$ cat src/rtl/mem_wb_pkg.sv
// Shared types for the MEM->WB skid stage: occupancy states and the write-back payload.
// Package defaults DATA_W/RD_W size the canonical payload struct.
package mem_wb_pkg;

    localparam int DATA_W = 32;
    localparam int RD_W   = 5;

    typedef enum logic [1:0] {
        EMPTY = 2'd0,
        FULL1 = 2'd1,
        FULL2 = 2'd2
    } occ_state_e;

    typedef struct packed {
        logic [DATA_W-1:0] mem_data;
        logic [DATA_W-1:0] alu_result;
        logic [RD_W-1:0]   rd;
        logic              mem_to_reg;
        logic              reg_write;
    } mem_wb_payload_t;

endpackage

$ cat src/rtl/mem_wb_entry.sv
// One payload slot of the MEM->WB skid stage: load-enabled register with synchronous clear.
module mem_wb_entry
    import mem_wb_pkg::*;
#(
    parameter type payload_t = mem_wb_payload_t
) (
    input  logic     clk,
    input  logic     i_clr,
    input  logic     i_load,
    input  payload_t i_d,
    output payload_t o_q
);

    payload_t r_q;

    // NOTE: clocked state uses non-blocking assignments so every flop samples pre-edge values.
    always_ff @(posedge clk) begin
        if (i_clr) begin
            r_q <= '0;
        end else if (i_load) begin
            r_q <= i_d;
        end
    end

    assign o_q = r_q;

endmodule

$ cat src/rtl/mem_wb_skid_stage.sv
// MEM->WB pipeline stage with valid/ready handshake, two-entry skid buffer and flush.
// Define MEM_WB_STALL_CNT_EN to add the saturating stall_cnt output.
module mem_wb_skid_stage #(
    parameter int DATA_W = mem_wb_pkg::DATA_W,
    parameter int RD_W   = mem_wb_pkg::RD_W,
    parameter int CNT_W  = 16
) (
    input  logic              clk,
    input  logic              rst_n,
    input  logic              flush,
    input  logic              in_valid,
    output logic              in_ready,
    input  logic [DATA_W-1:0] in_mem_data,
    input  logic [DATA_W-1:0] in_alu_result,
    input  logic [RD_W-1:0]   in_rd,
    input  logic              in_mem_to_reg,
    input  logic              in_reg_write,
    output logic              out_valid,
    input  logic              out_ready,
    output logic [DATA_W-1:0] out_mem_data,
    output logic [DATA_W-1:0] out_alu_result,
    output logic [RD_W-1:0]   out_rd,
    output logic              out_mem_to_reg,
    output logic              out_reg_write
`ifdef MEM_WB_STALL_CNT_EN
    ,
    output logic [CNT_W-1:0]  stall_cnt
`endif
);

    import mem_wb_pkg::*;

    typedef struct packed {
        logic [DATA_W-1:0] mem_data;
        logic [DATA_W-1:0] alu_result;
        logic [RD_W-1:0]   rd;
        logic              mem_to_reg;
        logic              reg_write;
    } payload_t;

    occ_state_e r_state;
    occ_state_e w_state_nxt;
    logic       r_in_ready;
    logic       r_out_valid;

    logic       w_accept;
    logic       w_consume;
    logic       w_load_main;
    logic       w_load_skid;
    logic       w_main_from_skid;

    payload_t   w_in_payload;
    payload_t   w_main_d;
    payload_t   w_main_q;
    payload_t   w_skid_q;

    assign w_accept  = in_valid && r_in_ready;
    assign w_consume = r_out_valid && out_ready;

    assign w_in_payload = '{
        mem_data:   in_mem_data,
        alu_result: in_alu_result,
        rd:         in_rd,
        mem_to_reg: in_mem_to_reg,
        reg_write:  in_reg_write
    };

    // NOTE: every always_comb output gets a default first so no path can infer a latch.
    always_comb begin
        w_state_nxt      = r_state;
        w_load_main      = 1'b0;
        w_load_skid      = 1'b0;
        w_main_from_skid = 1'b0;
        case (r_state)
            EMPTY: begin
                if (w_accept) begin
                    w_state_nxt = FULL1;
                    w_load_main = 1'b1;
                end
            end
            FULL1: begin
                if (w_accept && !w_consume) begin
                    w_state_nxt = FULL2;
                    w_load_skid = 1'b1;
                end else if (w_accept && w_consume) begin
                    w_load_main = 1'b1;
                end else if (w_consume) begin
                    w_state_nxt = EMPTY;
                end
            end
            FULL2: begin
                if (w_consume) begin
                    w_state_nxt      = FULL1;
                    w_load_main      = 1'b1;
                    w_main_from_skid = 1'b1;
                end
            end
            default: w_state_nxt = EMPTY;
        endcase
        // Flush wins over both handshakes; the main slot keeps its stale payload.
        if (flush) begin
            w_state_nxt = EMPTY;
            w_load_main = 1'b0;
            w_load_skid = 1'b0;
        end
    end

    // in_ready/out_valid are flops decoded from the next state, keeping out_ready off the in_ready path.
    always_ff @(posedge clk) begin
        if (!rst_n) begin
            r_state     <= EMPTY;
            r_in_ready  <= 1'b1;
            r_out_valid <= 1'b0;
        end else begin
            r_state     <= w_state_nxt;
            r_in_ready  <= (w_state_nxt != FULL2);
            r_out_valid <= (w_state_nxt != EMPTY);
        end
    end

    assign w_main_d = w_main_from_skid ? w_skid_q : w_in_payload;

    mem_wb_entry #(.payload_t(payload_t)) u_main (
        .clk    (clk),
        .i_clr  (!rst_n),
        .i_load (w_load_main),
        .i_d    (w_main_d),
        .o_q    (w_main_q)
    );

    mem_wb_entry #(.payload_t(payload_t)) u_skid (
        .clk    (clk),
        .i_clr  (!rst_n || flush),
        .i_load (w_load_skid),
        .i_d    (w_in_payload),
        .o_q    (w_skid_q)
    );

    assign in_ready       = r_in_ready;
    assign out_valid      = r_out_valid;
    assign out_mem_data   = w_main_q.mem_data;
    assign out_alu_result = w_main_q.alu_result;
    assign out_rd         = w_main_q.rd;
    assign out_mem_to_reg = w_main_q.mem_to_reg;
    assign out_reg_write  = w_main_q.reg_write && r_out_valid;

`ifdef MEM_WB_STALL_CNT_EN
    logic [CNT_W-1:0] r_stall_cnt;

    always_ff @(posedge clk) begin
        if (!rst_n) begin
            r_stall_cnt <= '0;
        end else if (r_out_valid && !out_ready && (r_stall_cnt != {CNT_W{1'b1}})) begin
            r_stall_cnt <= r_stall_cnt + 1'b1;
        end
    end

    assign stall_cnt = r_stall_cnt;
`endif

endmodule

$ cat config.mk
export PLATFORM = sky130hd
export DESIGN_NAME = mem_wb_skid_stage
export DESIGN_NICKNAME = d
export VERILOG_FILES = /design/src/rtl/mem_wb_pkg.sv /design/src/rtl/mem_wb_entry.sv /design/src/rtl/mem_wb_skid_stage.sv
export SDC_FILE = /design/constraint.sdc
export NUM_CORES = 1
export LEC_CHECK = 0
export ABC_AREA = 0
export BUFFER_PORTS_ARGS = -buffer_cell sky130_fd_sc_hd__buf_2
export CORE_UTILIZATION = 45
export CTS_BUF_LIST = sky130_fd_sc_hd__clkbuf_4
export DETAILED_ROUTE_END_ITERATION = 10
export GPL_ROUTABILITY_DRIVEN = 0
export PLACE_DENSITY_LB_ADDON = 0.1
export SYNTH_ARGS = -nofsm -noshare
export SYNTH_HDL_FRONTEND = slang
export SYNTH_HIERARCHICAL = 1
export SYNTH_SLANG_ARGS = --single-unit
$ cat constraint.sdc
create_clock -name clk -period 2 [get_ports clk]
set_clock_uncertainty 0.2 [all_clocks]
set_input_delay 0.2 -clock clk [delete_from_list [all_inputs] [get_ports clk]]
set_output_delay 0.2 -clock clk [all_outputs]
set_load 0.01 [all_outputs]
==> results of run 1 <==
## power groups by stage
stage | registers [mW] | clock network, mW | logic (mW)
6_report | 3.04 | 1.97 | 0.784
5_1_grt | 3.05 | 2.18 | 0.847
4_1_cts | 3.04 | 2.06 | 0.759
3_5_place_dp | 3.10 | 0 | 0.643
3_3_place_gp | 3.10 | 0 | 0.630
2_1_floorplan | 3.13 | 0 | 0.388
## flip-flops by register name (all words and copies together) (netlist names)
signal and flops:
r_state 2, u_skid/o_q 71, in_ready 1, u_main/o_q 71
out_valid 1
## metal layers
layer	up-vias	global-route usage [%]
met3	21	5.85
met1	2253	23.8
met4	0	7.79
li1	2359	-
met2	129	33.3
met5	-	0
## kinds of logic (layout without fill, tap and decap cells)
logic type | Yosys count | count (layout) | share of synthesized area, %
buffers and inverters | 40 | 279 | 5.85
DFF | 146 | 146 | 45.3
muxes | 213 | 213 | 38.4
and+or+nand+nor | 156 | 156 | 9.98
AOI/OAI and AO/OA | 5 | 5 | 0.504
## what timing repair did
item	4_1_cts	5_1_grt
setup buffers	0	5
resized for setup	2	4
endpoints found under the setup margin	4	89
cloned	0	2
hold endpoints to repair	146	0
pin swaps	0	1
hold buffers	76	0
## cell type report
| class | count | area, um2 |
|---|---|---|
| sequential | 146 | 2930 |
| tap | 180 | 225 |
| fill | 1176 | 5490 |
| timing repair buffer | 247 | 1800 |
| clock inverter | 14 | 170 |
| inverter | 1 | 3.75 |
| clock buffer | 17 | 128 |
| multi-input combinational | 374 | 3190 |
## placed cells by master (no fill, tap or decap), drive strengths merged, types with 2 or more instances in the layout
| master | count |
|---|---|
| nor2 | 142 |
| clkinvlp | 2 |
| nand2 | 3 |
| dfxtp | 146 |
| clkinv | 8 |
| a21oi | 2 |
| buf | 169 |
| mux2i | 142 |
| and3b | 2 |
| dlygate4sd3 | 76 |
| mux2 | 71 |
| clkbuf | 19 |
| bufinv | 4 |
## stage by stage
stage          setup slack [ns]  std cells
6_report                  0.113        979
3_3_place_gp             0.0967        865
3_5_place_dp             0.0113        865
2_1_floorplan            0.0830        560
4_1_cts                  0.0388        972
5_1_grt                 0.00366        979
## how the worst max path moves through the flow
stage / slack [ns] / from / cells past startpoint / to
after floorplan: 0.08 / r_state[1] / 8 / u_main/o_q[0]
after global placement: 0.1 / r_state[0] / 5 / u_skid/o_q[33]
after detailed placement: 0.01 / r_state[0] / 5 / u_skid/o_q[43]
after CTS: 0.04 / out_valid / 6 / u_main/o_q[8]
after global routing: 0.004 / r_state[1] / 7 / u_main/o_q[38]
final: 0.11 / r_state[0] / 5 / u_skid/o_q[29]
## synthesized netlist by cell type, drive strengths merged, types with 2 or more instances
cell / n
dfxtp: 146
mux2i: 142
nor2: 142
mux2: 71
buf: 23
clkbuf: 16
nand2: 3
a21oi: 2
and3b: 2
## critical path, stage by stage (launching register included)
cell	delay (ns)
sky130_fd_sc_hd__dfxtp_2	0.41
sky130_fd_sc_hd__a21bo_2	0.27
sky130_fd_sc_hd__nor4_4	0.19
sky130_fd_sc_hd__buf_6	0.34
sky130_fd_sc_hd__mux2i_1	0.26
sky130_fd_sc_hd__nor2_1	0.07
==> flow_summary.ini, run 1 <==
[timing]
final.period_utilization_pct = 94.4
timing.setup.tns_ns = 0
finalHoldViolations = 0
grt_setup_unrepaired = false
max-slew-margin-rel_pct = 67.2
fin_crit_ns = 1.89
slew_violations = 0
worstMarginPinSlew_ns = 0.492
setup_viol_count_final = 0
whs_ns = 0.139
max_clock_freq_ghz = 0.530

[power_and_ir_drop]
cellInternalPower_mw = 4.40
swShare_pct = 24.2
share_of_total_power_in_sequential_cells_pct = 52.4
leak_pwr_nw = 3.75
net_switching_component_of_the_power_mw = 1.40
comb_power_share_pct = 13.5
ir_drop_mv = 0.420
power_frac_clock_pct = 34.0
power.total_mw = 5.80
power.density_nw_per_um2 = 687

[min_path]
timing.hold.worst.start = flush
hp-class = in -> reg
min_delay_worst_endpoint = u_skid/o_q[48]
whs_path_depth = 5

[setup_path]
crit_arrival_ns = 2.11
category_of_the_worst_setup_path_capture_point = register
crit_fanout = 24
timing.critical_path.required_ns = 2.22
reg2reg_setup_slack_ns = 0.11
timing.critical_path.from_type = register
r2r_end = u_skid/o_q[29]
r2r_cells = 5
timing.setup.critical_path_class = reg -> reg
worst_r2r_startpoint = r_state[0]

[final_layout]
syn2layout_area_growth_pct = 30.7
final_core_util_pct = 60.6
finish.net_count = 863
postLayoutCellArea_um2 = 8440
num_antenna_cells = 0
final_layout_size_suffix_gt1_share_pct = 35.0

[synthesis]
synth_cells = 560
mappedNetlistArea_um2 = 6460
synth_ff_type = sky130_fd_sc_hd__dfxtp_1
post_synth_edffs = 0
synth_area_leaders = sky130_fd_sc_hd__dfxtp_1, sky130_fd_sc_hd__mux2i_1, sky130_fd_sc_hd__mux2_4, sky130_fd_sc_hd__nor2_1, sky130_fd_sc_hd__buf_8
yosys.cell_types.count = 25
synthesized_area_divided_by_synthesized_cell_count_um2 = 11.5
number_of_register_bits_inferred_by_synthesis = 146
mappedNetlistNets = 636
async_flop_share_pct = 0
yosys.area.top_type = sky130_fd_sc_hd__dfxtp_1
synth_warnings = 6
seq_area_frac_synth_pct = 45.3
synth_top_area_share_pct = 45.3

[floorplanning]
design.portCount = 149
floorplan.die_area_um2 = 14800
fp.dieH_um = 122
std_cell_rows = 43
initial_utilization_pct = 46.3
die_width_um = 122
std_cell_core_area_um2 = 13900

[cts]
path_clk_slew_ns = 0.12
clk_latency_ns = 0.54
htree_levels = 4
cts_inserted_buffers = 17
tritoncts = done
cts-root-to-sink-buffers = 2
clock_sinks = 146
master_cell_of_the_clock_root_buffer = sky130_fd_sc_hd__clkbuf_4

[global_routing]
first_global_vias = 4781
antenna_found_initial = 0
grt_start_max_net_pins = 42
total_track_usage_pct = 19.9
overall_overflow_remaining_after_global_route = 0
wire_length_of_the_first_global_routing_pass_mm = 22.8

[placed_design]
port_buffers = 148
detailed_place_hpwl_mm = 8.85
postPlaceCellArea_um2 = 7280

[drt]
highest-signal-layer = met4
routed-via-count = 4762
route.met3.wl_um = 797
route.detailed.wl_per_inst_um = 14.7
final_antenna_net_count = 0
post-route-drc-count = 0
wl_met2_mm = 6.94
wl_met1_mm = 6.48
drt_pre_antenna_iters = 4
drt-total-wl_mm = 14.4
drtIter0Drc = 181
vias_per_cell = 4.86

[flow_run]
max_cap_viol_count = 0

[outcome]
outcome = complete, no violations
No activity file was read; power rests on OpenSTA's default activity.
==> inputs of run 2 (changes only) <==
==> constraint.sdc (replaced) <==
create_clock -name clk -period 2 [get_ports clk]
set_clock_uncertainty 0.2 [all_clocks]
set_input_delay 0.5 -clock clk [delete_from_list [all_inputs] [get_ports clk]]
set_output_delay 0.5 -clock clk [all_outputs]
set_load 0.01 [all_outputs]
==> run 2 against run 1 <==
Net effect:
- first-iteration DRC count increased by 19%
- combinational power decreased by 3.8%
- fmax about the same
- critical endpoint is now out_reg_write
- final cell count decreased by 1.1%
- global-route usage decreased by 0.74 points
- critical path type is now reg -> out
- hold slack got worse by 0.071 ns
- die area unchanged
- highest routed layer unchanged
- total power decreased by 7.4%
- design area decreased by 2.0%
- via count decreased by 2.0%
- clock power decreased by 20%
- worst setup slack got worse by 0.0010 ns
==> flow_summary.ini, run 2 (synthesis results as in run 1) <==
[timing]
fin_crit_ns = 1.89
setup_slack_ns = 0.112
max_clock_freq_ghz = 0.530
worstMarginPinSlew_ns = 0.274
slew_violations = 0
finalHoldViolations = 0
max-slew-margin-rel_pct = 81.5
final.period_utilization_pct = 94.4
setup_viol_count_final = 0
grt_setup_unrepaired = false

[cts]
cts_setup_buffers = 0
tritoncts = done
path_clk_slew_ns = 0.11
cts-root-to-sink-buffers = 2
htree_levels = 4
clock_sinks = 146
master_cell_of_the_clock_root_buffer = sky130_fd_sc_hd__clkbuf_4
cts_inserted_buffers = 17
clk_latency_ns = 0.52

[global_routing]
first_global_vias = 4735
antenna_found_initial = 1
total_track_usage_pct = 19.2
wire_length_of_the_first_global_routing_pass_mm = 22.0
overall_overflow_remaining_after_global_route = 0
grt_start_max_net_pins = 55

[drt]
routed-via-count = 4667
drtIter0Drc = 216
route.detailed.wl_per_inst_um = 14.0
final_antenna_net_count = 0
vias_per_cell = 4.82
post-route-drc-count = 0
drt-total-wl_mm = 13.6
drt_pre_antenna_iters = 4

[power_and_ir_drop]
power.density_nw_per_um2 = 649
leak_pwr_nw = 3.69
ir_drop_mv = 0.408
power.total_mw = 5.37

[final_layout]
finish.net_count = 853
final_layout_size_suffix_gt1_share_pct = 35.1
multiInputGateArea_um2 = 3180
syn2layout_area_growth_pct = 28.2
final_core_util_pct = 59.4
n_fill_cell = 1179
final_common_cell = sky130_fd_sc_hd__buf_2
layout_common_cells = sky130_fd_sc_hd__buf_2, sky130_fd_sc_hd__dfxtp_1, sky130_fd_sc_hd__mux2i_1, sky130_fd_sc_hd__nor2_1
postLayoutCellArea_um2 = 8280
seq_area_um2 = 2930

[floorplanning]
fp.dieH_um = 122
design.portCount = 149
std_cell_rows = 43
initial_utilization_pct = 46.3
floorplan.die_area_um2 = 14800
die_width_um = 122
std_cell_core_area_um2 = 13900

[setup_path]
critPathLaunch = out_valid
timing.setup.critical_path_class = reg -> out
crit_arrival_ns = 1.19
category_of_the_worst_setup_path_capture_point = output port
r2r_end = u_main/o_q[64]
worst_r2r_startpoint = in_ready
timing.critical_path.required_ns = 1.30
reg2reg_setup_slack_ns = 0.13
timing.critical_path.from_type = register
r2r_cells = 6
worstSetupEndpoint = out_reg_write
crit_fanout = 5

[min_path]
hp-class = in -> reg

[placed_design]
port_buffers = 148
postPlaceCellArea_um2 = 7360
detailed_place_hpwl_mm = 8.75
dpl_worst_slack_ns = -0.0683

[outcome]
outcome = complete, no violations

[flow_run]
max_cap_viol_count = 0
[run 2: stage by stage]
| step | hold slack [ns] | cells | TNS [ns] |
|---|---|---|---|
| after floorplan | 0.252 | 560 | 0 |
| after global placement | 0.267 | 869 | -0.734 |
| after detailed placement | 0.278 | 869 | -4.20 |
| after CTS | 0.00537 | 967 | 0 |
| after global routing | 0.0117 | 968 | 0 |
| final | 0.0678 | 968 | 0 |
[run 2: routing by layer]
metal  up-vias  global-route usage (%)  part of all wire, %
met5         -                       0                    0
met4         0                    8.18                  1.9
met3        21                    6.46                  5.4
met2       121                    32.2                   47
met1      2182                    22.1                   45
li1       2343                       -                    -
[run 2: how the worst min path moves through the flow]
| stage | depth (start not counted) | startpoint | slack [ns] | end |
|---|---|---|---|---|
| 2_1_floorplan | 2 | u_main/o_q[0] | 0.25 | u_main/o_q[0] |
| 3_3_place_gp | 2 | u_main/o_q[44] | 0.27 | u_main/o_q[44] |
| 3_5_place_dp | 2 | u_main/o_q[47] | 0.28 | u_main/o_q[47] |
| 4_1_cts | 3 | in_alu_result[16] | 0.005 | u_skid/o_q[23] |
| 5_1_grt | 3 | in_alu_result[16] | 0.01 | u_skid/o_q[23] |
| 6_report | 3 | in_alu_result[16] | 0.07 | u_skid/o_q[23] |
[run 2: layout make-up]
class	instances	area share (%)
clock buffers	21	1.90
repair buffers	237	20.8
diodes	1	0.0302
inverters	1	0.0454
clock inverters	8	0.801
multi-input cells	374	38.4
well taps	180	2.72
flip-flops and latches	146	35.3
[run 2: where the power goes]
part           switching [mW]  internal (mW)
registers              0.0475           2.99
clock network           0.940          0.637
logic                   0.324          0.430
total                    1.31           4.06
[run 2: what timing repair did]
| item | CTS | global route |
|---|---|---|
| hold buffers | 69 | 0 |
| pin swaps | 0 | 0 |
| cloned | 0 | 0 |
| gates resized for setup | 1 | 1 |
| endpoints found under the setup margin | 1 | 22 |
| hold endpoints to repair | 69 | 0 |
[run 2: worst max-delay path, stage by stage, from the launching register on]
cell	delay, ns
sky130_fd_sc_hd__dfxtp_2	0.40
sky130_fd_sc_hd__and2_1	0.13
sky130_fd_sc_hd__buf_2	0.13
==> inputs of run 3 (changes only) <==
Settings changed: CORE_UTILIZATION 45 to 30.
==> run 3 against run 2 <==
Net effect:
- global-route usage fell by 5.2 points
- design area rose by 3.2%
- final cell count rose by 11%
- sequential share of layout area fell by 1.1 points
- register-to-register slack barely moved
- die area rose by 49%
- count of clock-buffer cells in the layout fell by 2
- combinational power rose by 3.6%
- total power rose by 7.2%
- core utilization fell by 19 points
- highest routed layer unchanged
- clock power rose by 22%
- critical endpoint is now out_valid
==> flow_summary.ini, run 3 (synthesis results as in run 1) <==
[timing]
slew_violations = 0
finalHoldViolations = 0
worstMarginPinSlew_ns = 0.334
final.period_utilization_pct = 93.7
setup_viol_count_final = 0
max-slew-margin-rel_pct = 77.7
fin_crit_ns = 1.87
max_clock_freq_ghz = 0.534

[power_and_ir_drop]
comb_power_share_pct = 13.6
cellInternalPower_mw = 4.31
share_of_total_power_in_sequential_cells_pct = 52.8
swShare_pct = 25.1
ir_drop_mv = 0.427
power.density_nw_per_um2 = 674
power_frac_clock_pct = 33.6
net_switching_component_of_the_power_mw = 1.45
leak_pwr_nw = 3.75

[global_routing]
first_global_vias = 4609
grt_start_max_net_pins = 55
antenna_found_initial = 1
total_track_usage_pct = 14.0
overall_overflow_remaining_after_global_route = 0
wire_length_of_the_first_global_routing_pass_mm = 23.8

[final_layout]
final_layout_size_suffix_gt1_share_pct = 35.6
syn2layout_area_growth_pct = 32.3
finish.net_count = 860
postLayoutCellArea_um2 = 8540
layoutNonFillerInstCount = 1073
final_common_cell = sky130_fd_sc_hd__buf_2
layout_common_cells = sky130_fd_sc_hd__buf_2, sky130_fd_sc_hd__dfxtp_1, sky130_fd_sc_hd__mux2i_1, sky130_fd_sc_hd__nor2_1, sky130_fd_sc_hd__dlygate4sd3_1
n_fill_cell = 2116

[floorplanning]
fp.dieH_um = 149
floorplan.die_area_um2 = 22100
std_cell_rows = 53
std_cell_core_area_um2 = 21100
initial_utilization_pct = 30.6
die_width_um = 149
design.portCount = 149

[cts]
clock_sinks = 146
cts_inserted_buffers = 17
htree_levels = 4
master_cell_of_the_clock_root_buffer = sky130_fd_sc_hd__clkbuf_4
cts-root-to-sink-buffers = 2
path_clk_slew_ns = 0.13
clk_latency_ns = 0.52
tritoncts = done

[setup_path]
crit_fanout = 3
critical_path.slowest_cell = sky130_fd_sc_hd__dfxtp_2
timing.setup.critical_path_class = reg -> out
timing.critical_path.from_type = register
timing.critical_path.cells = buf_4, buf_2
crit_arrival_ns = 1.17
category_of_the_worst_setup_path_capture_point = output port
timing.critical_path.required_ns = 1.30
max_stage_delay_ns = 0.38

[drt]
drt-total-wl_mm = 15.2
route.detailed.wl_per_inst_um = 14.2
post-route-drc-count = 0
drtIter0Drc = 127
final_antenna_net_count = 0
vias_per_cell = 4.34
drt_pre_antenna_iters = 4
routed-via-count = 4660

[placed_design]
detailed_place_hpwl_mm = 9.82
postPlaceCellArea_um2 = 7510
place.detailed.instances = 968
port_buffers = 148

[outcome]
outcome = complete, no violations

[min_path]
hp-class = in -> reg

[flow_run]
max_cap_viol_count = 0
-- run 3: power groups by stage --
stage / sequential (mW) / clock, mW / combinational (mW)
after floorplan: 3.13 / 0 / 0.388
after global routing: 3.05 / 2.17 / 0.848
after detailed placement: 3.10 / 0 / 0.672
final: 3.04 / 1.93 / 0.781
after CTS: 3.04 / 2.05 / 0.784
after global placement: 3.10 / 0 / 0.664
-- run 3: path summary, 6_finish.rpt --
check,start,endpoint,slack (ns),depth (start not counted)
hold reg to reg,u_main/o_q[52],u_main/o_q[52],0.30,2
setup reg to reg,r_state[1],u_main/o_q[20],0.14,7
hold / removal,in_valid,r_state[0],0.13,3
setup / recovery,out_valid,out_valid,0.13,2
-- run 3: critical path, delay by kind of cell, from the launching register on --
kind	cells	cell delay (ns)
buffers and inverters	2	0.27
DFF	1	0.38
-- run 3: what timing repair did --
| item | in CTS | in global routing |
|---|---|---|
| hold endpoints to repair | 71 | 0 |
| setup endpoints to repair | 0 | 65 |
| setup buffers | 0 | 1 |
| resized for setup | 0 | 5 |
| hold buffers | 71 | 0 |
-- run 3: cell type report --
cell class | instances | area [um2] | share of cell area, %
multi-input combinational | 374 | 3190 | 37.3
sequential | 146 | 2930 | 34.2
clock buffer | 19 | 143 | 1.67
clock inverter | 12 | 141 | 1.65
tap | 275 | 344 | 4.03
inverter | 1 | 3.75 | 0.0439
antenna | 2 | 5.00 | 0.0586
timing repair buffer | 244 | 1790 | 21.0
-- run 3: per-layer routing --
layer  up-vias  GRT usage [%]  share of wire [%]
li1       2354              -                  -
met1      2194           17.9                 48
met2       103           22.4                 47
met3         9           4.17                4.8
met4         0           4.33               0.87
met5         -              0                  0
-- run 3: stage by stage --
step	utilization [%]	hold WS, ns	TNS (ns)	power, mW	setup WS, ns
2_1_floorplan	-	0.252	0	3.52	0.0830
3_3_place_gp	35.6	0.266	-8.90	3.76	-0.129
3_5_place_dp	35.6	0.276	-12.12	3.77	-0.145
4_1_cts	40.3	0.0536	0	5.87	0.00484
5_1_grt	40.5	0.0776	-0.00814	6.07	-0.00650
6_report	40.5	0.127	0	5.75	0.126
